File: src/rtl/pcie_pkg.sv
`default_nettype none
// ---------------------------------------------------------------------------
// pcie_pkg : shared FSM states, completion status codes and header layout
// Rev 1.0
// ---------------------------------------------------------------------------
package pcie_pkg;

  typedef enum logic [2:0] {
    ST_IDLE  = 3'd0,
    ST_HDR   = 3'd1,
    ST_FETCH = 3'd2,
    ST_CAPT  = 3'd3,
    ST_SEND  = 3'd4
  } cpl_state_e;

  localparam logic [2:0] CPL_SC = 3'b000;
  localparam logic [2:0] CPL_UR = 3'b001;

  localparam int HDR_TAG_LSB    = 24;
  localparam int HDR_CPLID_LSB  = 16;
  localparam int HDR_STATUS_LSB = 13;

  localparam int REQ_W = 44;

  typedef struct packed {
    logic [7:0]  tag;
    logic [31:0] addr;
    logic [3:0]  len;
  } req_t;

  function automatic logic [31:0] cpl_hdr(input logic [7:0] tag, input logic [7:0] cpl_id,
                                          input logic [2:0] status, input logic [9:0] len_dw);
    return (32'(tag) << HDR_TAG_LSB) | (32'(cpl_id) << HDR_CPLID_LSB) |
           (32'(status) << HDR_STATUS_LSB) | 32'(len_dw);
  endfunction

  // 33-bit end address so a request near 2^32 cannot wrap into range
  function automatic logic [2:0] req_status(input logic [31:0] addr, input logic [3:0] len,
                                            input logic [32:0] limit);
    logic [32:0] end_addr;
    end_addr = {1'b0, addr} + {29'd0, len};
    return ((len == 4'd0) || (end_addr > limit)) ? CPL_UR : CPL_SC;
  endfunction

endpackage
`default_nettype wire

File: src/rtl/pcie_req_fifo.sv
`default_nettype none
// ---------------------------------------------------------------------------
// pcie_req_fifo : request queue with registered occupancy and full/empty flags
// Rev 1.0
// ---------------------------------------------------------------------------
module pcie_req_fifo #(
  parameter int DEPTH = 4,
  parameter int WIDTH = 44
) (
  input  logic             clk,
  input  logic             reset,
  input  logic             push,
  input  logic [WIDTH-1:0] wr_data,
  input  logic             pop,
  output logic [WIDTH-1:0] rd_data,
  output logic             full,
  output logic             empty
);
  localparam int AW    = $clog2(DEPTH);
  localparam int CNT_W = AW + 1;

  logic [WIDTH-1:0] mem_q [DEPTH];
  logic [AW-1:0]    wr_ptr_q, wr_ptr_d, rd_ptr_q, rd_ptr_d;
  logic [CNT_W-1:0] count_q, count_d;
  logic             wr_en, rd_en;

  assign full    = (count_q == CNT_W'(DEPTH));
  assign empty   = (count_q == '0);
  assign rd_data = mem_q[rd_ptr_q];

  // a write into a full queue is legal when the head leaves on the same edge
  assign wr_en = push && (!full || pop);
  assign rd_en = pop && !empty;

  always_comb begin
    wr_ptr_d = wr_ptr_q;
    rd_ptr_d = rd_ptr_q;
    count_d  = count_q;
    if (wr_en) wr_ptr_d = wr_ptr_q + AW'(1);
    if (rd_en) rd_ptr_d = rd_ptr_q + AW'(1);
    case ({wr_en, rd_en})
      2'b10:   count_d = count_q + CNT_W'(1);
      2'b01:   count_d = count_q - CNT_W'(1);
      default: count_d = count_q;
    endcase
  end

  always_ff @(posedge clk or posedge reset) begin
    if (reset) begin
      wr_ptr_q <= '0;
      rd_ptr_q <= '0;
      count_q  <= '0;
    end else begin
      wr_ptr_q <= wr_ptr_d;
      rd_ptr_q <= rd_ptr_d;
      count_q  <= count_d;
    end
  end

  always_ff @(posedge clk) begin
    if (wr_en) mem_q[wr_ptr_q] <= wr_data;
  end

endmodule
`default_nettype wire

File: src/rtl/pcie_completer.sv
`default_nettype none
// ---------------------------------------------------------------------------
// pcie_completer : queues memory read requests and returns header + data beats
// Rev 1.0
// ---------------------------------------------------------------------------
module pcie_completer
  import pcie_pkg::*;
#(
  parameter int         FIFO_DEPTH = 4,
  parameter logic [7:0] CPL_ID     = 8'h01,
  parameter int         MEM_DW     = 256
) (
  input  logic        clk,
  input  logic        reset,
  input  logic        req_valid,
  output logic        req_ready,
  input  logic [7:0]  req_tag,
  input  logic [31:0] req_addr,
  input  logic [3:0]  req_len,
  output logic        mem_rd_en,
  output logic [31:0] mem_addr,
  input  logic [31:0] mem_rd_data,
  output logic        cpl_valid,
  input  logic        cpl_ready,
  output logic        cpl_sop,
  output logic        cpl_eop,
  output logic [31:0] cpl_header,
  output logic [31:0] cpl_data,
  output logic        busy
);
  logic             fifo_push, fifo_pop, fifo_full, fifo_empty;
  logic [REQ_W-1:0] fifo_rd_data;
  req_t             head;
  logic [2:0]       head_status;

  cpl_state_e  state_q, state_d;
  logic [31:0] addr_q, addr_d;
  logic [31:0] hdr_q, hdr_d;
  logic [31:0] data_q, data_d;
  logic [3:0]  remain_q, remain_d;
  logic        ur_q, ur_d;
  logic        avail_q, avail_d;

  assign req_ready   = !fifo_full;
  assign fifo_push   = req_valid && req_ready;
  assign head        = fifo_rd_data;
  assign head_status = req_status(head.addr, head.len, 33'(MEM_DW));
  assign busy        = !fifo_empty || (state_q != ST_IDLE);
  assign cpl_header  = hdr_q;
  assign cpl_data    = data_q;
  assign avail_d     = !fifo_empty;

  pcie_req_fifo #(
    .DEPTH (FIFO_DEPTH),
    .WIDTH (REQ_W)
  ) u_req_fifo (
    .clk     (clk),
    .reset   (reset),
    .push    (fifo_push),
    .wr_data ({req_tag, req_addr, req_len}),
    .pop     (fifo_pop),
    .rd_data (fifo_rd_data),
    .full    (fifo_full),
    .empty   (fifo_empty)
  );

  always_comb begin
    state_d   = state_q;
    addr_d    = addr_q;
    hdr_d     = hdr_q;
    data_d    = data_q;
    remain_d  = remain_q;
    ur_d      = ur_q;
    fifo_pop  = 1'b0;
    cpl_valid = 1'b0;
    cpl_sop   = 1'b0;
    cpl_eop   = 1'b0;
    mem_rd_en = 1'b0;
    mem_addr  = '0;
    case (state_q)
      ST_IDLE: begin
        // avail_q delays the pop by one cycle after the queue turns non-empty
        if (avail_q && !fifo_empty) begin
          fifo_pop = 1'b1;
          ur_d     = (head_status != CPL_SC);
          hdr_d    = cpl_hdr(head.tag, CPL_ID, head_status,
                             (head_status == CPL_SC) ? {6'd0, head.len} : 10'd0);
          addr_d   = head.addr;
          remain_d = head.len;
          state_d  = ST_HDR;
        end
      end
      ST_HDR: begin
        cpl_valid = 1'b1;
        cpl_sop   = 1'b1;
        cpl_eop   = ur_q;
        if (cpl_ready) state_d = ur_q ? ST_IDLE : ST_FETCH;
      end
      ST_FETCH: begin
        mem_rd_en = 1'b1;
        mem_addr  = addr_q;
        state_d   = ST_CAPT;
      end
      ST_CAPT: begin
        data_d   = mem_rd_data;
        addr_d   = addr_q + 32'd1;
        remain_d = remain_q - 4'd1;
        state_d  = ST_SEND;
      end
      ST_SEND: begin
        cpl_valid = 1'b1;
        cpl_eop   = (remain_q == 4'd0);
        if (cpl_ready) state_d = (remain_q == 4'd0) ? ST_IDLE : ST_FETCH;
      end
      default: state_d = ST_IDLE;
    endcase
  end

  always_ff @(posedge clk or posedge reset) begin
    if (reset) begin
      state_q  <= ST_IDLE;
      addr_q   <= '0;
      hdr_q    <= '0;
      data_q   <= '0;
      remain_q <= '0;
      ur_q     <= 1'b0;
      avail_q  <= 1'b0;
    end else begin
      state_q  <= state_d;
      addr_q   <= addr_d;
      hdr_q    <= hdr_d;
      data_q   <= data_d;
      remain_q <= remain_d;
      ur_q     <= ur_d;
      avail_q  <= avail_d;
    end
  end

endmodule
`default_nettype wire
File: config.mk
export PLATFORM = sky130hd
export DESIGN_NAME = pcie_completer
export DESIGN_NICKNAME = d
export VERILOG_FILES = /design/src/rtl/pcie_pkg.sv /design/src/rtl/pcie_req_fifo.sv /design/src/rtl/pcie_completer.sv
export SDC_FILE = /design/constraint.sdc
export NUM_CORES = 1
export LEC_CHECK = 0
export ABC_CLOCK_PERIOD_IN_PS = 9240
export CAP_MARGIN = 20
export CORE_MARGIN = 2
export CORE_UTILIZATION = 57
export CTS_BUF_LIST = sky130_fd_sc_hd__clkbuf_4 sky130_fd_sc_hd__clkbuf_8
export CTS_CLUSTER_SIZE = 30
export DETAILED_ROUTE_END_ITERATION = 10
export PLACE_DENSITY_LB_ADDON = 0.08
export SETUP_SLACK_MARGIN = 0.2
export SLEW_MARGIN = 15
export SYNTH_ARGS = -nofsm -noshare
export SYNTH_HDL_FRONTEND = slang
export SYNTH_SLANG_ARGS = --single-unit
File: constraint.sdc
create_clock -name clk -period 9.24 [get_ports clk]
set_input_delay 2.772 -clock clk [delete_from_list [all_inputs] [get_ports clk]]
set_output_delay 2.772 -clock clk [all_outputs]
set_load 0.05 [all_outputs]
# --- After elaboration in Yosys (flattened, before gate mapping) ---
# Memory sizes are Yosys's and may differ from the RTL's.
# Index checks and enable logic that the tools add are counted.
totals:
  reg_bits: 112
  inputBits: 80
  latchBits: 0
  romBits: 0
  out_inout_bits: 102
  n_memories: 1
  elab_cells: 75
  ramBits: 176
memory_table:
  columns: ["name", "depth", "word_bits", "read_ports", "rd_clocked_by_memory_dff", "write_ports", "line", "rtl"]
  rows:
  - ["u_req_fifo.mem_q", 4, 44, 1, 0, 1, "pcie_req_fifo.sv:22", "logic [WIDTH-1:0] mem_q [DEPTH];"]
op_classes:
  multipliers: 0
  div: 0
  shift: 0
  bitwise_logic: 2
  reduce_logical: 22
  n_eq_ne: 10
  n_addsub: 7
  mux: 22
  order_cmp: 1
ops:
  columns: ["op", "count"]
  rows:
  - ["$mux 32", 2]
  - ["$pmux 32 s2", 1]
  - ["$add 32x4->33", 1]
  - ["$gt 33x9->1 const B", 1]
  - ["$add 32x1->32 const B", 1]
  - ["$or 32x14->32", 1]
  - ["$or 32x4->32", 1]
  - ["$pmux 3 s5", 1]
  - ["$logic_not 3->1", 3]
  - ["$mux 3", 3]
  - ["$logic_not 4->1", 2]
  - ["$mux 1", 8]
  - ["$mux 4", 2]
  - ["$pmux 4 s2", 1]
  - ["$eq 3x2->1 const B", 2]
  - ["$eq 3x3->1 const B", 2]
  - ["$ne 2x2->1 const B", 3]
  - ["$pmux 3 s2", 1]
  - ["$reduce_bool 3->1", 2]
  - ["$add 2x1->2 const B", 2]
  - ["$logic_and 1x1->1", 4]
  - ["$mux 2", 2]
  - ["$reduce_and 2->1", 2]
  - ["$reduce_bool 2->1", 2]
  - ["other kinds (11)", 14]

# --- Depth between registers and ports, before layout ---
# Gate-level depths: netlist (run 1).
depth:
  word_depth: 9
  depth_mapped: 15
  ltp_nobuf: 11

# --- By module ---
# From an unflattened synthesis (run 1), not the netlist that was laid out.
unflattened:
  cells_unflattened: 910
  area_unflattened_um2: 12007.8
by_module_without_submodules:
  columns: ["mod", "cells_per_inst", "n_inst", "seq_area_each_um2", "area_each_um2"]
  rows:
  - ["pcie_req_fifo", 269, 1, 5460.2, 6774.0]
  - ["pcie_completer", 641, 1, 2152.1, 5233.8]

# --- Worst setup path before layout (run 1) ---
# Ideal clock, no wire load.
synth_timing:
  path_kind: "register to output"
  from: "reg state_q[1]"
  to: "out mem_addr[23]"
  arrival_ns: 2.115
  required_time_ns: 6.468
  n_path_buf: 2
  stages_incl_launch_ff: 5
  slack_ns: 4.353
  cell_sequence: "dfrtp_1 clkbuf_1 nor3b_1 clkbuf_1 and2_1"
synth_via:
  elab_chain_cells: 2
synth_lines:
  columns: ["item", "line", "rtl"]
  rows:
  - ["start, declared", "pcie_completer.sv:36", "cpl_state_e state_q, state_d;"]
  - ["start signal, assigned", "pcie_completer.sv:129", "state_q <= state_d;"]
  - ["$eq 3x2->1", "pcie_completer.sv:80", "case (state_q)"]
  - ["$mux 32", "pcie_completer.sv:80", null]
  - ["end, declared", "pcie_completer.sv:21", "output logic [31:0] mem_addr,"]
# Every way passes these cells.

# --- Worst setup path after layout (run 1) ---
layout_timing:
  from: "reg state_q[1]"
  to: "out mem_addr[2]"
# The elaborated chain is that of the path after synthesis.

==> results_dict.tcl, run 1 <==
set metrics [dict create \
    ys_ff_latch 269 \
    ys_top_cells_by_area "edfxtp_1, dfrtp_1, mux4_2" \
    route.detailed.drc 0 \
    syn_to_final_growth_pct 22.06 \
    fin_nets 1165 \
    setup_ws_ns 3.191 \
    cts_resized 0 \
    drt_iter0_drc 446 \
    dr.pass1.iters 5 \
    initial_core_util_pct 58.55 \
    path_clk_slew_ns 0.06 \
    irDropWorstVdd_uv 172.1 \
    antenna_found_initial 0 \
    async_reset_ff_share_pct 34.57 \
    io_buffer_count 163 \
    gp_congestion 0.8620 \
    status "finished, final reports clean" \
    synth.most_common_cell "edfxtp_1" \
    clockBufferDepth 3 \
    worstHoldPathType "flip-flop to flip-flop" \
    dieWidth_microns 148.6 \
    clk_latency_ns 0.55 \
    ys_seq_area_share_pct 63.84 \
    powerDensity_nw_per_um2 298.4 \
    criticalPathCategory "flip-flop to output port" \
    n_antenna_cell 0 \
    slew_viol_final 0 \
    reg2reg_slack_ns 4.24 \
    period_share_pct 65.46 \
    relSlewSlack_pct 32.83 \
    core_area_sq_um 20360 \
    ys_types 68 \
    avgViaCountPerCell 5.710 \
    cts_hold_buf 0 \
    cts-buffers-inserted 43 \
    rows 52 \
    synth-edff-count 176 \
    synth_warnings 0 \
    ioPinCount 182 \
    grt_pass1_vias 7755 \
    end_kind "output port" \
    grt_start_max_net_pins 50 \
    rsz0062_at_grt "false" \
    finClkSkew_ns 0.01662 \
    arrival_ns 3.28 \
    max-cap-violations 0 \
    dieHeight_microns 148.6 \
    drive_above_1_share_pct 13.99 \
    cp.required_ns 6.47 \
    dieArea_sq_um 22090 \
    htreeDepth 2 \
    ys_top_cells_by_count "edfxtp_1, nand2_1, dfrtp_1" \
    place_hpwl_microns 17000 \
    hold_violations 0 \
    grt_pass1_wl_microns 41070 \
    synth_area_sq_um 11920 \
    power_leakage_nw 5.372 \
    min_period_ns 6.049 \
    dr_total_vias 7828 \
    ant_nets 0 \
    ys.flop_type "edfxtp_1" \
    worstSetupStartpointType "flip-flop" \
    worstPathMaxFanout 24 \
    grt_usage_pct 23.85 \
    setup-tns-final_ns 0 \
    syn_area_per_cell_sq_um 13.38 \
    setup_viol 0 \
    clkSinkCount 269 \
    clockRootBuffer "clkbuf_8" \
    dp_slack_ns 3.775 \
    worst_slew_pin_slew_ns 1.003 \
    max_freq_ghz 0.1653 \
    grt-ovfl-total 0 \
    cts_setup_buffers 0 \
    cts_tree "yes" \
    yosysTopAreaCellShare_pct 44.32 \
    wirelength_microns 25770 \
    synth_cells 891 \
    wl_per_cell_microns 18.80 \
    synth_top_area_cell "edfxtp_1" \
]
## routing by layer
metal	up-vias	track usage [%]	part of all wire [%]	wire length, microns
met1	3858	33.91	44	11300
li1	3652	-	-	-
met4	0	5.905	1.4	363
met2	288	38.87	48	12280
met5	-	0	0	0
met3	30	4.356	7.1	1833
## final timing paths
path | startpoint | end | cells after the start
max | state_q[1]$_DFFE_PP0P_ | mem_addr[2] | 4
min | cpl_header[27]$_DFFE_PP0P_ | cpl_header[27]$_DFFE_PP0P_ | 2
max reg2reg | u_req_fifo.rd_ptr_q[0]$_DFFE_PP0P_ | cpl_header[13]$_DFFE_PP0P_ | 12
min reg2reg | cpl_header[27]$_DFFE_PP0P_ | cpl_header[27]$_DFFE_PP0P_ | 2
max in group asynchronous | reset | u_req_fifo.rd_ptr_q[0]$_DFFE_PP0P_ | 3
min in group asynchronous | reset | cpl_data[2]$_DFFE_PP0P_ | 2
## worst max-delay path, cell delays in order (launching register included)
cell	delay, ns
dfrtp_1	0.49
nor3b_2	0.86
buf_4	0.39
and2_1	0.18
clkdlybuf4s50_1	0.80
## registers in the layout, indices dropped and copies added, names as in the netlist
name	flops
state_q	3
u_req_fifo.rd_ptr_q	2
avail_q	1
cpl_data	32
cpl_header	14
u_req_fifo.count_q	3
u_req_fifo.mem_q	176
u_req_fifo.wr_ptr_q	2
addr_q	32
remain_q	4
## layout make-up
type / count / area (sq um)
clock buffer: 62 / 734.5
clock inverter: 12 / 92.59
tap: 270 / 337.8
timing repair buffer: 175 / 1722
fill: 1428 / 5811
inverter: 25 / 96.34
multi-input combinational: 558 / 3956
sequential: 269 / 7615
## metrics by stage
step | util, % | hold slack, ns | cell area [sq um] | total power (W) | std cells
after floorplan | - | 0.4589 | 11990 | 0.002947 | 908
after global placement | 67.41 | 0.4473 | 13730 | 0.003357 | 1297
after detailed placement | 67.41 | 0.4616 | 13730 | 0.003381 | 1297
after CTS | 71.47 | 0.4761 | 14550 | 0.004369 | 1371
after global routing | 71.47 | 0.4880 | 14550 | 0.004597 | 1371
final | 71.47 | 0.4692 | 14550 | 0.004343 | 1371
## power breakdown
group          internal [W]  switching [W]
Combinational      0.000631       0.000950
Sequential          0.00158       0.000201
Clock              0.000540       0.000439
Total               0.00275        0.00159
## layout by cell type (no fill, tap or decap), types with 5 or more instances in the layout
cell / instances
mux4_2: 44
clkdlybuf4s50_1: 163
nand3_1: 25
dfrtp_1: 91
inv_1: 24
nand4_1: 10
a211oi_1: 12
clkinv_1: 6
nand2_1: 166
edfxtp_1: 176
clkbuf_8: 43
xnor2_1: 10
xor2_1: 6
conb_1: 18
ha_1: 11
or4_1: 5
buf_4: 12
and2_1: 34
and3_1: 9
o21ai_0: 15
o21a_1: 5
a311oi_1: 8
nor3_1: 19
clkbuf_4: 19
nor2_1: 51
a21oi_1: 14
nor4_1: 7
## cells by family after synthesis
group / count (synthesis) / share of synthesized area (%)
xor+xnor: 16 / 1.175
fa+ha+maj: 13 / 1.490
compound gates: 97 / 6.097
flops: 269 / 63.84
mux: 50 / 8.835
buf+inv: 81 / 3.610
simple gates: 364 / 14.92
other cells: 1 / 0.03145
No activity file was read; power rests on OpenSTA's default activity.
==> run 2, diff against run 1 <==
--- a/config.mk
+++ b/config.mk
@@ -5,10 +5,10 @@
 export SDC_FILE = /design/constraint.sdc
 export NUM_CORES = 1
 export LEC_CHECK = 0
-export ABC_CLOCK_PERIOD_IN_PS = 9240
+export ABC_CLOCK_PERIOD_IN_PS = 5500
 export CAP_MARGIN = 20
 export CORE_MARGIN = 2
-export CORE_UTILIZATION = 57
+export CORE_UTILIZATION = 51
 export CTS_BUF_LIST = sky130_fd_sc_hd__clkbuf_4 sky130_fd_sc_hd__clkbuf_8
 export CTS_CLUSTER_SIZE = 30
 export DETAILED_ROUTE_END_ITERATION = 10
==> constraint.sdc (replaced) <==
create_clock -name clk -period 5.5 [get_ports clk]
set_input_delay 1.65 -clock clk [delete_from_list [all_inputs] [get_ports clk]]
set_output_delay 1.65 -clock clk [all_outputs]
set_load 0.05 [all_outputs]
==> run 2 against run 1 <==
Cell area rose by 1.2%; critical endpoint is now mem_addr[30]; total power rose by 72%; highest routed layer unchanged; non-clock buffer count rose by 4; first-iteration DRC count rose by 10%; final cell count rose by 3.8%; critical path type unchanged; largest power group unchanged.
==> results_dict.tcl, run 2 (synthesis results as in run 1) <==
set metrics [dict create \
    gp_congestion 0.8811 \
    drive_above_1_share_pct 14.95 \
    criticalPathCategory "flip-flop to output port" \
    powerDensity_nw_per_um2 506.8 \
    final_area_sq_um 14730 \
    cts_tree "yes" \
    dieWidth_microns 156.9 \
    wirelength_microns 27240 \
    clockBufferDepth 3 \
    cts-buffers-inserted 44 \
    htreeDepth 2 \
    max-cap-violations 0 \
    period_share_pct 77.96 \
    pwr-share-seq_pct 39.9 \
    path_clk_slew_ns 0.06 \
    end_kind "output port" \
    grt_start_max_net_pins 71 \
    finClkSkew_ns 0.02071 \
    slew_viol_final 0 \
    p_clk_share_pct 23.9 \
    largest_register_ffs 176 \
    cts_hold_buf 0 \
    initial_core_util_pct 52.35 \
    irDropWorstVdd_uv 246.4 \
    route.detailed.drc 0 \
    antenna_found_initial 0 \
    combinationalPowerShare_pct 36.2 \
    avgViaCountPerCell 5.568 \
    nFillCells 1740 \
    grt_pass1_vias 7814 \
    dieArea_sq_um 24620 \
    p_sw_w 0.002718 \
    min_period_ns 4.288 \
    place_area_sq_um 13810 \
    final_common_cell "edfxtp_1" \
    rsz0062_at_grt "false" \
    cp.required_ns 3.85 \
    max_freq_ghz 0.2332 \
    core_area_sq_um 22780 \
    whs_ns 0.4714 \
    drt_iter0_drc 492 \
    grt_usage_pct 22.40 \
    ioPinCount 182 \
    relSlewSlack_pct 35.24 \
    intPower_w 0.004746 \
    grt_pass1_wl_microns 42510 \
    wl_per_cell_microns 19.14 \
    hold_violations 0 \
    setup-tns-final_ns 0 \
    worstHoldPathType "flip-flop to flip-flop" \
    cts_resized 0 \
    swShare_pct 36.42 \
    status "finished, final reports clean" \
    power_leakage_nw 5.441 \
    setup_viol 0 \
    cts_setup_buffers 0 \
    worstPathMaxFanout 34 \
    ff2ff_path_depth 10 \
    arrival_ns 2.64 \
    worstSetupStartpointType "flip-flop" \
    clockRootBuffer "clkbuf_8" \
    n_antenna_cell 0 \
    fin_nets 1170 \
    dp_slack_ns 1.369 \
    final_util_pct 64.66 \
    clkSinkCount 269 \
    dr_total_vias 7923 \
    io_buffer_count 163 \
    place_hpwl_microns 18560 \
    grt-ovfl-total 0 \
    final_cell_mix "edfxtp_1, nand2_1, clkdlybuf4s50_1" \
    largest_register "u_req_fifo.mem_q" \
    syn_to_final_growth_pct 23.52 \
    worst_slew_pin_slew_ns 0.9715 \
    clk_latency_ns 0.56 \
    rows 55 \
    dr.pass1.iters 5 \
    setup_ws_ns 1.212 \
    min_path_cells 2 \
    dieHeight_microns 156.9 \
    ant_nets 0 \
]
run 2: cell count changes in the layout (fill, tap and decap cells not counted), sizes merged:
cell,before,now
clkinv,8,5
buf,12,16
clkbuf,62,70
run 2: per-stage QoR:
step           power (W)  instances
2_1_floorplan   0.004951        908
3_3_place_gp    0.005681       1344
3_5_place_dp    0.005728       1344
4_1_cts         0.007522       1423
5_1_grt         0.007907       1423
6_report        0.007465       1423
run 2: final cells by class:
cell class                      count  area, sq um  area share [%]
Multi-Input combinational cell    558         3956           26.86
Inverter                           25        96.34          0.6541
Clock inverter                      9        78.83          0.5352
Timing Repair Buffer              179         1752           11.89
Tap cell                          313        391.6           2.659
Sequential cell                   269         7615           51.70
Clock buffer                       70        838.3           5.692
run 2: final timing paths:
check,from,to,slack (ns)
worst max-delay path,state_q[1]$_DFFE_PP0P_,mem_addr[30],1.21
worst min-delay path,cpl_data[31]$_DFFE_PP0P_,cpl_data[31]$_DFFE_PP0P_,0.47
worst max register to register,u_req_fifo.rd_ptr_q[0]$_DFFE_PP0P_,cpl_header[3]$_DFFE_PP0P_,1.39
worst min register to register,cpl_data[31]$_DFFE_PP0P_,cpl_data[31]$_DFFE_PP0P_,0.47
max in group asynchronous,reset,cpl_data[14]$_DFFE_PP0P_,2.96
min in group asynchronous,reset,cpl_data[7]$_DFFE_PP0P_,1.67
run 2: worst max-delay path, stage by stage, from the launching register on:
cell and delay (ns):
dfrtp_1 0.50, nor3b_2 0.21, buf_4 0.32, and2_1 0.23, clkdlybuf4s50_1 0.82
run 2: routing by layer:
metal | part of all wire, % | vias up | track usage [%]
met5 | 0 | - | 0
met4 | 2.2 | 0 | 7.864
met3 | 7.5 | 46 | 5.066
met2 | 46 | 327 | 35.78
met1 | 44 | 3891 | 30.56
li1 | - | 3659 | -
run 2: power by group through the flow:
stage / clock (W) / sequential (W) / combinational [W]
6_report: 0.00178 / 0.00298 / 0.00270
5_1_grt: 0.00191 / 0.00304 / 0.00295
4_1_cts: 0.00182 / 0.00298 / 0.00272
3_5_place_dp: 0 / 0.00302 / 0.00271
3_3_place_gp: 0 / 0.00301 / 0.00267
2_1_floorplan: 0 / 0.00297 / 0.00198
